--- src/rtl/xor_mask_pipe.sv ---
// xor_mask_pipe
//   Two-stage valid/ready pipeline computing r = ((a ^ b) & MASK) ^ (b & MASK).
//   Stage 1 registers the masked partial terms. Stage 2 is the output register.
//   Each beat carries its own mode:
//     mode 0 : the beat passes r straight through.
//     mode 1 : r is folded into a running XOR accumulator, and the new
//              accumulator value is delivered. A beat with last set ends the
//              frame, so the next frame starts from zero.
//   The pipeline sustains one beat per cycle and buffers at most two beats.
//
// Ports
//   clk, rst_n       clock; asynchronous active-low reset
//   in_valid/ready   operand beat handshake (in_ready depends on out_ready only)
//   in_a, in_b       operands (WIDTH bits)
//   in_mode          0 = pass, 1 = accumulate
//   in_last          end of accumulate frame (meaningful only when in_mode = 1)
//   acc_clear        synchronous accumulator clear
//   out_valid/ready  result handshake
//   out_data         pass result or accumulator value
//   out_last         registered in_last & in_mode of the delivered beat
//   out_count        delivered-result counter, wraps modulo 2^CNT_W
module xor_mask_pipe #(
  parameter int unsigned            WIDTH = 8,
  parameter logic [WIDTH-1:0]       MASK  = {WIDTH{1'b1}},
  parameter int unsigned            CNT_W = 8
) (
  input  logic             clk,
  input  logic             rst_n,
  input  logic             in_valid,
  output logic             in_ready,
  input  logic [WIDTH-1:0] in_a,
  input  logic [WIDTH-1:0] in_b,
  input  logic             in_mode,
  input  logic             in_last,
  input  logic             acc_clear,
  output logic             out_valid,
  input  logic             out_ready,
  output logic [WIDTH-1:0] out_data,
  output logic             out_last,
  output logic [CNT_W-1:0] out_count
);

  // Stage 1 state
  logic             s1_valid;
  logic [WIDTH-1:0] s1_x;
  logic [WIDTH-1:0] s1_y;
  logic             s1_mode;
  logic             s1_last;

  // Accumulator state
  logic [WIDTH-1:0] acc;

  // Handshake terms
  logic adv2;     // stage 1 moves into stage 2 this cycle
  logic accept;   // input beat captured into stage 1 this cycle

  // Stage-2 load values
  logic [WIDTH-1:0] r;
  logic [WIDTH-1:0] acc_base;
  logic [WIDTH-1:0] acc_n;
  logic [WIDTH-1:0] load_data;

  assign adv2     = s1_valid & (~out_valid | out_ready);
  // Stage 1 frees up in the same cycle it advances, so a full pipe still
  // streams at one beat per cycle. There is no path from in_valid to in_ready.
  assign in_ready = ~s1_valid | adv2;
  assign accept   = in_valid & in_ready;

  always_comb begin
    // NOTE: every always_comb output gets a default first, so no path can
    // leave a signal unassigned and infer a latch.
    r         = s1_x ^ s1_y;
    // A clear on the same edge as an accumulate load makes that beat see a
    // zero accumulator.
    acc_base  = acc_clear ? '0 : acc;
    acc_n     = acc_base ^ r;
    load_data = s1_mode ? acc_n : r;
  end

  // NOTE: sequential state uses non-blocking assignments only, so every
  // register samples values from before the edge regardless of block order.
  always_ff @(posedge clk or negedge rst_n) begin
    if (!rst_n) begin
      s1_valid <= 1'b0;
      s1_x     <= '0;
      s1_y     <= '0;
      s1_mode  <= 1'b0;
      s1_last  <= 1'b0;
    end else if (accept) begin
      s1_valid <= 1'b1;
      s1_x     <= (in_a ^ in_b) & MASK;
      s1_y     <= in_b & MASK;
      s1_mode  <= in_mode;
      s1_last  <= in_last & in_mode;
    end else if (adv2) begin
      s1_valid <= 1'b0;
    end
  end

  always_ff @(posedge clk or negedge rst_n) begin
    if (!rst_n) begin
      out_valid <= 1'b0;
      out_data  <= '0;
      out_last  <= 1'b0;
    end else if (adv2) begin
      out_valid <= 1'b1;
      out_data  <= load_data;
      out_last  <= s1_last;
    end else if (out_ready) begin
      out_valid <= 1'b0;
    end
  end

  always_ff @(posedge clk or negedge rst_n) begin
    if (!rst_n) begin
      acc <= '0;
    end else if (adv2 && s1_mode) begin
      acc <= s1_last ? '0 : acc_n;
    end else if (acc_clear) begin
      acc <= '0;
    end
  end

  always_ff @(posedge clk or negedge rst_n) begin
    if (!rst_n) begin
      out_count <= '0;
    end else if (out_valid && out_ready) begin
      out_count <= out_count + CNT_W'(1);
    end
  end

endmodule
--- config.mk ---
export PLATFORM = sky130hd
export DESIGN_NAME = xor_mask_pipe
export DESIGN_NICKNAME = d
export VERILOG_FILES = /design/src/rtl/xor_mask_pipe.sv
export SDC_FILE = /design/constraint.sdc
export NUM_CORES = 1
export LEC_CHECK = 0
export ABC_AREA = 1
export CAP_MARGIN = 5
export CORE_MARGIN = 4
export CORE_UTILIZATION = 55
export CTS_CLUSTER_DIAMETER = 60
export DETAILED_ROUTE_END_ITERATION = 8
export GPL_TIMING_DRIVEN = 0
export PLACE_DENSITY = 0.89
export SLEW_MARGIN = 20
export SYNTH_ARGS = -nofsm -noshare
export SYNTH_HDL_FRONTEND = slang
export SYNTH_SLANG_ARGS = --single-unit
--- constraint.sdc ---
create_clock -name clk -period 3.8 [get_ports clk]
set_clock_uncertainty 0.15 [all_clocks]
set_input_delay 0.38 -clock clk [delete_from_list [all_inputs] [get_ports clk]]
set_output_delay 0.38 -clock clk [all_outputs]
set_load 0.02 [all_outputs]
=== Yosys cells after proc, flatten, opt, wreduce, memory -nomap -nowiden ===
Index checks and enable logic that the tools add are counted.

* Flip-flop bits (word level): 45
* Bits in latches: 0
* RAM bits: 0
* Memory bits (read-only): 0
* Bits of input ports: 23
* Output and inout bits: 19
* Logic and storage cells: 33
* Memories kept: 0

* $add $sub $neg: 1
* Multiply operators: 0
* Div/mod/pow operators: 0
* Order comparisons: 0
* Equal/unequal tests: 0
* Shifts and indexed selects: 0
* Muxes and demuxes: 8
* Bitwise operators: 10
* Reduce and logical (&&, ||, !) cells: 4

{| class="wikitable"
|+ Operators with widths
! kind !! number
|-
| 8-bit two-way mux || 4
|-
| 8-bit bitwise XOR || 3
|-
| 8-bit by 1-bit adder with 8-bit output, second input constant || 1
|-
| 1-bit two-way mux || 4
|-
| 2-bit nonzero test || 2
|-
| 1-bit AND || 3
|-
| 1-bit logical AND || 2
|-
| 1-bit inverter || 2
|-
| 1-bit bitwise OR || 2
|}

=== Longest topological paths before layout ===
Gate-level depths: netlist of the first run.

* Word-level depth: 6
* Depth in mapped cells: 7
* Gate-level depth less buffers: 7

=== Worst setup path after synthesis of the first run ===
Ideal clock, no wire load.

* Kind: flip-flop to flip-flop
* Start point: reg out_valid
* End point: reg s1_last
* Setup time: 0.130 ns
* Arrival time: 1.276 ns
* Data required time: 3.520 ns
* Path slack: 2.244 ns
* Cell stages (with the launch flop): 8
* Buffers on the path: 2
* Period minus slack after synthesis: 1.556 ns
* Path through: dfrtp_1 buf_4 nand3_2 nand2_2 inv_1 buf_2 nand3_1 o21ai_0

* Word-level cells in the longest chain between the ends: 5

{| class="wikitable"
|+ Ends and longest elaborated chain
! item !! RTL line !! RTL
|-
| start, declared || 36 || <nowiki>output logic out_valid,</nowiki>
|-
| start signal, assigned || 102 || <nowiki>out_valid <= 1'b0;</nowiki>
|-
| start signal, assigned || 106 || <nowiki>out_valid <= 1'b1;</nowiki>
|-
| start signal, assigned || 110 || <nowiki>out_valid <= 1'b0;</nowiki>
|-
| 1-bit inverter || 63 || <nowiki>assign adv2 = s1_valid & (~out_valid | out_ready);</nowiki>
|-
| 1-bit bitwise OR || 63 ||
|-
| 1-bit AND || 63 ||
|-
| 1-bit bitwise OR || 66 || <nowiki>assign in_ready = ~s1_valid | adv2;</nowiki>
|-
| named net in_ready || 30 || <nowiki>output logic in_ready,</nowiki>
|-
| 1-bit AND || 67 || <nowiki>assign accept = in_valid & in_ready;</nowiki>
|-
| end signal, assigned || 94 || <nowiki>s1_last <= in_last & in_mode;</nowiki>
|-
| end, declared || 48 || <nowiki>logic s1_last;</nowiki>
|}

The timed path passes the listed nets, and every way through them passes these cells.
A chain may end at the register's enable or synchronous reset.

=== Final worst setup path of the first run ===
* Start point: in out_ready
* End point: out in_ready

* Word-level cells in the longest chain between the ends: 3

{| class="wikitable"
|+ Ends and longest elaborated chain
! item !! RTL line !! RTL
|-
| start, declared || 37 || <nowiki>input logic out_ready,</nowiki>
|-
| 1-bit bitwise OR || 63 ||
|-
| 1-bit AND || 63 ||
|-
| 1-bit bitwise OR || 66 ||
|-
| end, declared || 30 ||
|}

Every way passes these cells.

==> results.cfg, run 1 <==
[drt]
postRouteWirelength_um = 5240
firstDrtPassIters = 5
wl_per_cell_um = 12.4
viasPerCell = 5.02
drtIter0Drc = 136
route.detailed.drc = 0
vias = 2114
ant_nets = 0

[synth]
netlist.area_leader.share = 0.474
yosys_register_bits = 45
syn_avg_cell_area_um2 = 7.38
synth_cell_types = 23
yosys_warnings = 0
syn_area_um2 = 2370
seq_area_frac_synth = 0.474
synthCells = 322
synth_top_area_cell = dfrtp_1
synth.area.top_cells = dfrtp_1, nand2_1, nand3_1
synthesis.nets = 346

[pwr]
combPwrFrac = 0.376
power.switching_mw = 0.572
power_frac_seq = 0.434
power.internal_mw = 0.993
switching_share = 0.366
clockPowerShare = 0.189
p_per_area_nw_per_um2 = 531
peakVddDrop_uv = 237
p_leak_nw = 1.53

[run]
timing.max_cap.violations = 0

[cts]
cts_buffer_depth = 2
cts_root_buf = clkbuf_8
clock_latency_ps = 290
post_cts_buffers = 0
cts_tree = yes
htreeDepth = 2
clk_pin_slew_ps = 80
cts_made_buffers = 5
cts.sinks = 45

[grt]
grt_max_degree = 32
grt_pass1_wl_um = 8760
grt_pass1_vias = 2069
gr-total-overflow = 0
grt_use_total = 0.213
antenna_found_initial = 0

[critical_path]
cp_cell_sequence = clkdlybuf4s50_1, inv_2, nand3_2, clkdlybuf4s50_1
worst_path_max_delay_cell = clkdlybuf4s50_1
worstSetupPathType = input port to output pin
timing.reg2reg.setup_slack_ps = 2120
cpMostUsedCell = clkdlybuf4s50_1
path_max_fanout = 5
slowest_delay_ps = 610
crit_required_ps = 3270
startpoint_type = input port
critPathCaptureType = output pin
arrival_ps = 1750

[placement]
portBuffers = 40
dp_hpwl_um = 3800
gp_congestion = 0.825
dp_cells = 413

[floorplan]
initial_core_util = 0.581
core_area_um2 = 4090
chipWidth_um = 73.7
die_area_um2 = 5430
die_h_um = 73.7
row_count = 23
num_io_pins = 42

[cells_and_area]
multi_input_area_um2 = 1040
n_antenna_cell = 0
utilization = 0.722
seqCellArea_um2 = 1130
final_nets = 395
drive_above_1_share = 0.0566
synthToLayoutAreaGrowth_pct = 24.2
n_fill_cell = 337
stdcell_count = 421

[timing]
period_share = 0.600
setup_viol = 0
period_minus_slack_ps = 2280
rsz0062_at_grt = false
hold_violations = 0
fin_setup_tns_ps = 0
holdWs_ps = 340
worstMarginPinSlew_ps = 438
clock.fmax_mhz = 438
slew_viol_final = 0
relSlewSlack = 0.708

[status]
outcome = complete, no violations

[min_path]
hp-class = register to register
## routing by layer
metal | wire length (um) | global-route usage
met4 | 104 | 0.107
met2 | 2570 | 0.357
met3 | 330 | 0.0479
met1 | 2240 | 0.255
met5 | 0 | 0
## sequential cells by signal, summed over array words and instances, names as in the netlist
| signal | count |
|---|---|
| out_last | 1 |
| out_data | 8 |
| s1_mode | 1 |
| out_count | 8 |
| s1_last | 1 |
| s1_x | 8 |
| s1_y | 8 |
| s1_valid | 1 |
| acc | 8 |
| out_valid | 1 |
## worst max-delay path, delay by kind of cell
family                 cells  cell delay [ps]
buffers and inverters      3             1280
and+or+nand+nor            1               90
## metrics by stage
step	power, mW	setup WS, ps	area (um^2)
after CTS	1.57	1530	2950
after detailed placement	1.28	1530	2850
final	1.57	1520	2950
after floorplan	1.03	2240	2370
after global routing	1.66	1470	2950
after global placement	1.25	1050	2840
## cells by family after synthesis
| group | count (synthesis) | share of synthesized area |
|---|---|---|
| adder cells (fa/ha/maj) | 1 | 0.00527 |
| AND/OR/NAND/NOR | 190 | 0.337 |
| flip-flops | 45 | 0.474 |
| XOR/XNOR | 12 | 0.0443 |
| buffers and inverters | 52 | 0.0859 |
| multiplexers | 1 | 0.00474 |
| AO/OA/AOI/OAI | 21 | 0.0490 |
## repair_timing
| item | 4_1_cts | 5_1_grt |
|---|---|---|
| resized for setup | 0 | 0 |
| hold buffers | 1 | 0 |
| endpoints found under the hold margin | 14 | 0 |
## synthesized netlist by cell type
cell type,instances
a21oi_1,1
nand3_2,1
o21ai_1,1
dfrtp_1,45
ha_1,1
nor2_1,12
nand2_2,1
mux2_2,1
xor2_1,2
nand2_4,1
nand2_1,134
inv_2,2
inv_1,43
nand4_1,3
clkinv_1,1
buf_4,1
buf_2,4
a21oi_4,1
nand3_1,37
clkbuf_1,1
nor2_8,1
xnor2_1,10
o21ai_0,18
## power by group through the flow
stage	logic [mW]	registers, mW	clock network (mW)
floorplan	0.268	0.760	0
global placement	0.568	0.684	0
detailed placement	0.589	0.687	0
CTS	0.592	0.679	0.300
global route	0.655	0.695	0.315
finish	0.589	0.680	0.296
## worst paths after layout
check | start | to | cells past startpoint
worst max-delay path | out_ready | in_ready | 4
worst min-delay path | out_data[3] | out_data[3] | 2
worst max register to register | out_valid | s1_y[0] | 6
worst min register to register | out_data[3] | out_data[3] | 2
max in group asynchronous | rst_n | out_data[3] | 3
min in group asynchronous | rst_n | s1_y[3] | 2
## layout by cell type, fill, tap and decap left out
cell type / count
dlygate4sd3_1: 1
clkinv_1: 1
inv_2: 2
clkbuf_1: 2
buf_2: 5
o21ai_1: 1
o21ai_0: 18
nand4_1: 3
nand3_2: 1
dfrtp_1: 45
clkdlybuf4s50_1: 39
buf_4: 1
nand2_2: 1
clkbuf_8: 6
nand2_4: 1
a21oi_1: 1
a21oi_4: 1
ha_1: 1
xor2_1: 2
xnor2_1: 10
nor2_1: 12
nand2_1: 134
nand3_1: 37
inv_1: 43
nor2_8: 1
buf_12: 1
mux2_2: 1
## cell type report
type                       count  share of cell area
sequential                    45               0.382
multi-input combinational    225               0.354
timing repair buffer          42               0.144
inverter                      46              0.0585
clock buffer                   7              0.0293
tap                           50              0.0212
buffer                         6              0.0106
Power figures use the tool's default switching activity.
==> run 2: changes to the inputs <==
- CORE_UTILIZATION: 55 -> 52
- PLACE_DENSITY: 0.89 -> 0.85
- clock period: 3.8 -> 2.2 ns (I/O delays scaled with it)
==> results.cfg, run 2 (synthesis gave the netlist of run 1 again) <==
[cells_and_area]
seqCellArea_um2 = 1130
synthToLayoutAreaGrowth_pct = 24.3
final_nets = 395
drive_above_1_share = 0.0566
n_antenna_cell = 0
multi_input_area_um2 = 1040
final_common_cell = nand2_1
utilization = 0.673
mostFrequentLayoutCells = nand2_1, dfrtp_1, inv_1
n_fill_cell = 358
stdcell_area_um2 = 2950

[grt]
grt_pass1_wl_um = 8400
gr-total-overflow = 0
grt_use_total = 0.194
grt_max_degree = 34
antenna_found_initial = 0
grt_pass1_vias = 1903

[drt]
firstDrtPassIters = 5
route.detailed.drc = 0
viasPerCell = 5.02
ant_nets = 0
vias = 2125
postRouteWirelength_um = 5080
drtIter0Drc = 197
wl_per_cell_um = 12.0

[cts]
cts_buffer_depth = 2
clock_latency_ps = 290
cts_root_buf = clkbuf_8
clk_pin_slew_ps = 80
cts.sinks = 45
cts_resized = 0
cts_made_buffers = 5
htreeDepth = 2
post_cts_buffers = 0
cts_tree = yes

[critical_path]
arrival_ps = 1570
critPathCaptureType = output pin
slowest_delay_ps = 610
cp_cell_sequence = clkdlybuf4s50_1, inv_2, nand3_2, clkdlybuf4s50_1
cp_top_family = buffers and inverters
worstSetupPathType = input port to output pin
crit_required_ps = 1830
critPathBufInv = 3
worst_path_max_delay_cell = clkdlybuf4s50_1
path_max_fanout = 5
cpMostUsedCell = clkdlybuf4s50_1
startpoint_type = input port

[timing]
slew_viol_final = 0
worstMarginPinSlew_ps = 471
clock.fmax_mhz = 515
period_minus_slack_ps = 1940
setup_viol = 0
period_share = 0.882
rsz0062_at_grt = false
relSlewSlack = 0.686
holdWs_ps = 180
fin_setup_tns_ps = 0
hold_violations = 0

[floorplan]
core_area_um2 = 4380
initial_core_util = 0.542
row_count = 24
chipWidth_um = 75.6
die_h_um = 75.6
die_area_um2 = 5710
num_io_pins = 42

[pwr]
combPwrFrac = 0.376
power_frac_seq = 0.436
peakVddDrop_uv = 406
power.total_mw = 2.69
switching_share = 0.364
p_leak_nw = 1.53
power.switching_mw = 0.980
p_per_area_nw_per_um2 = 913
power.internal_mw = 1.71
clockPowerShare = 0.188

[placement]
gp_congestion = 0.828
placed_cell_area_um2 = 2860
dp_hpwl_um = 3800
portBuffers = 40

[run]
timing.max_cap.violations = 0

[min_path]
hp-class = input port to register

[status]
outcome = complete, no violations
run 2: power groups by stage:
stage / Combinational [mW] / Clock (mW) / Sequential [mW]
2_1_floorplan: 0.463 / 0 / 1.31
5_1_grt: 1.12 / 0.551 / 1.21
6_report: 1.01 / 0.508 / 1.17
3_5_place_dp: 1.02 / 0 / 1.19
3_3_place_gp: 0.981 / 0 / 1.18
4_1_cts: 1.02 / 0.519 / 1.18
run 2: path summary, 6_finish.rpt:
check                                 start           to  slack [ps]  depth (start not counted)
worst min register to register  out_data[4]  out_data[4]         330                          2
min in group asynchronous             rst_n     s1_valid         200                          2
worst min-delay path              acc_clear       acc[5]         180                          4
worst max register to register    out_valid      s1_last         490                          6
worst max-delay path              out_ready     in_ready         260                          4
max in group asynchronous             rst_n       acc[0]        1230                          3
run 2: metrics by stage:
stage          setup slack (ps)  instances
6_report                    260        423
5_1_grt                     220        423
4_1_cts                     260        423
3_5_place_dp                185        415
3_3_place_gp               -410        414
2_1_floorplan               644        322
run 2: timing repair:
item                       4_1_cts  5_1_grt
setup endpoints to repair        0        0
hold endpoints to repair        45        0
hold buffers                     1        0
run 2: tightest hold or removal path, cell delays in order:
cell	delay, ps
buf_2	180
nor2_1	90
nand2_1	50
nand2_1	50
run 2: metal layers:
| metal | GRT usage | share of wire |
|---|---|---|
| met3 | 0.0303 | 0.082 |
| met5 | 0 | 0 |
| met4 | 0.0660 | 0.0094 |
| met1 | 0.252 | 0.43 |
| met2 | 0.332 | 0.47 |
run 2: final cells by class:
cell class | count | share of cell area
buffer | 6 | 0.0106
clock buffer | 7 | 0.0292
inverter | 46 | 0.0585
multi-input combinational | 225 | 0.354
sequential | 45 | 0.382
tap | 52 | 0.0220
timing repair buffer | 42 | 0.144
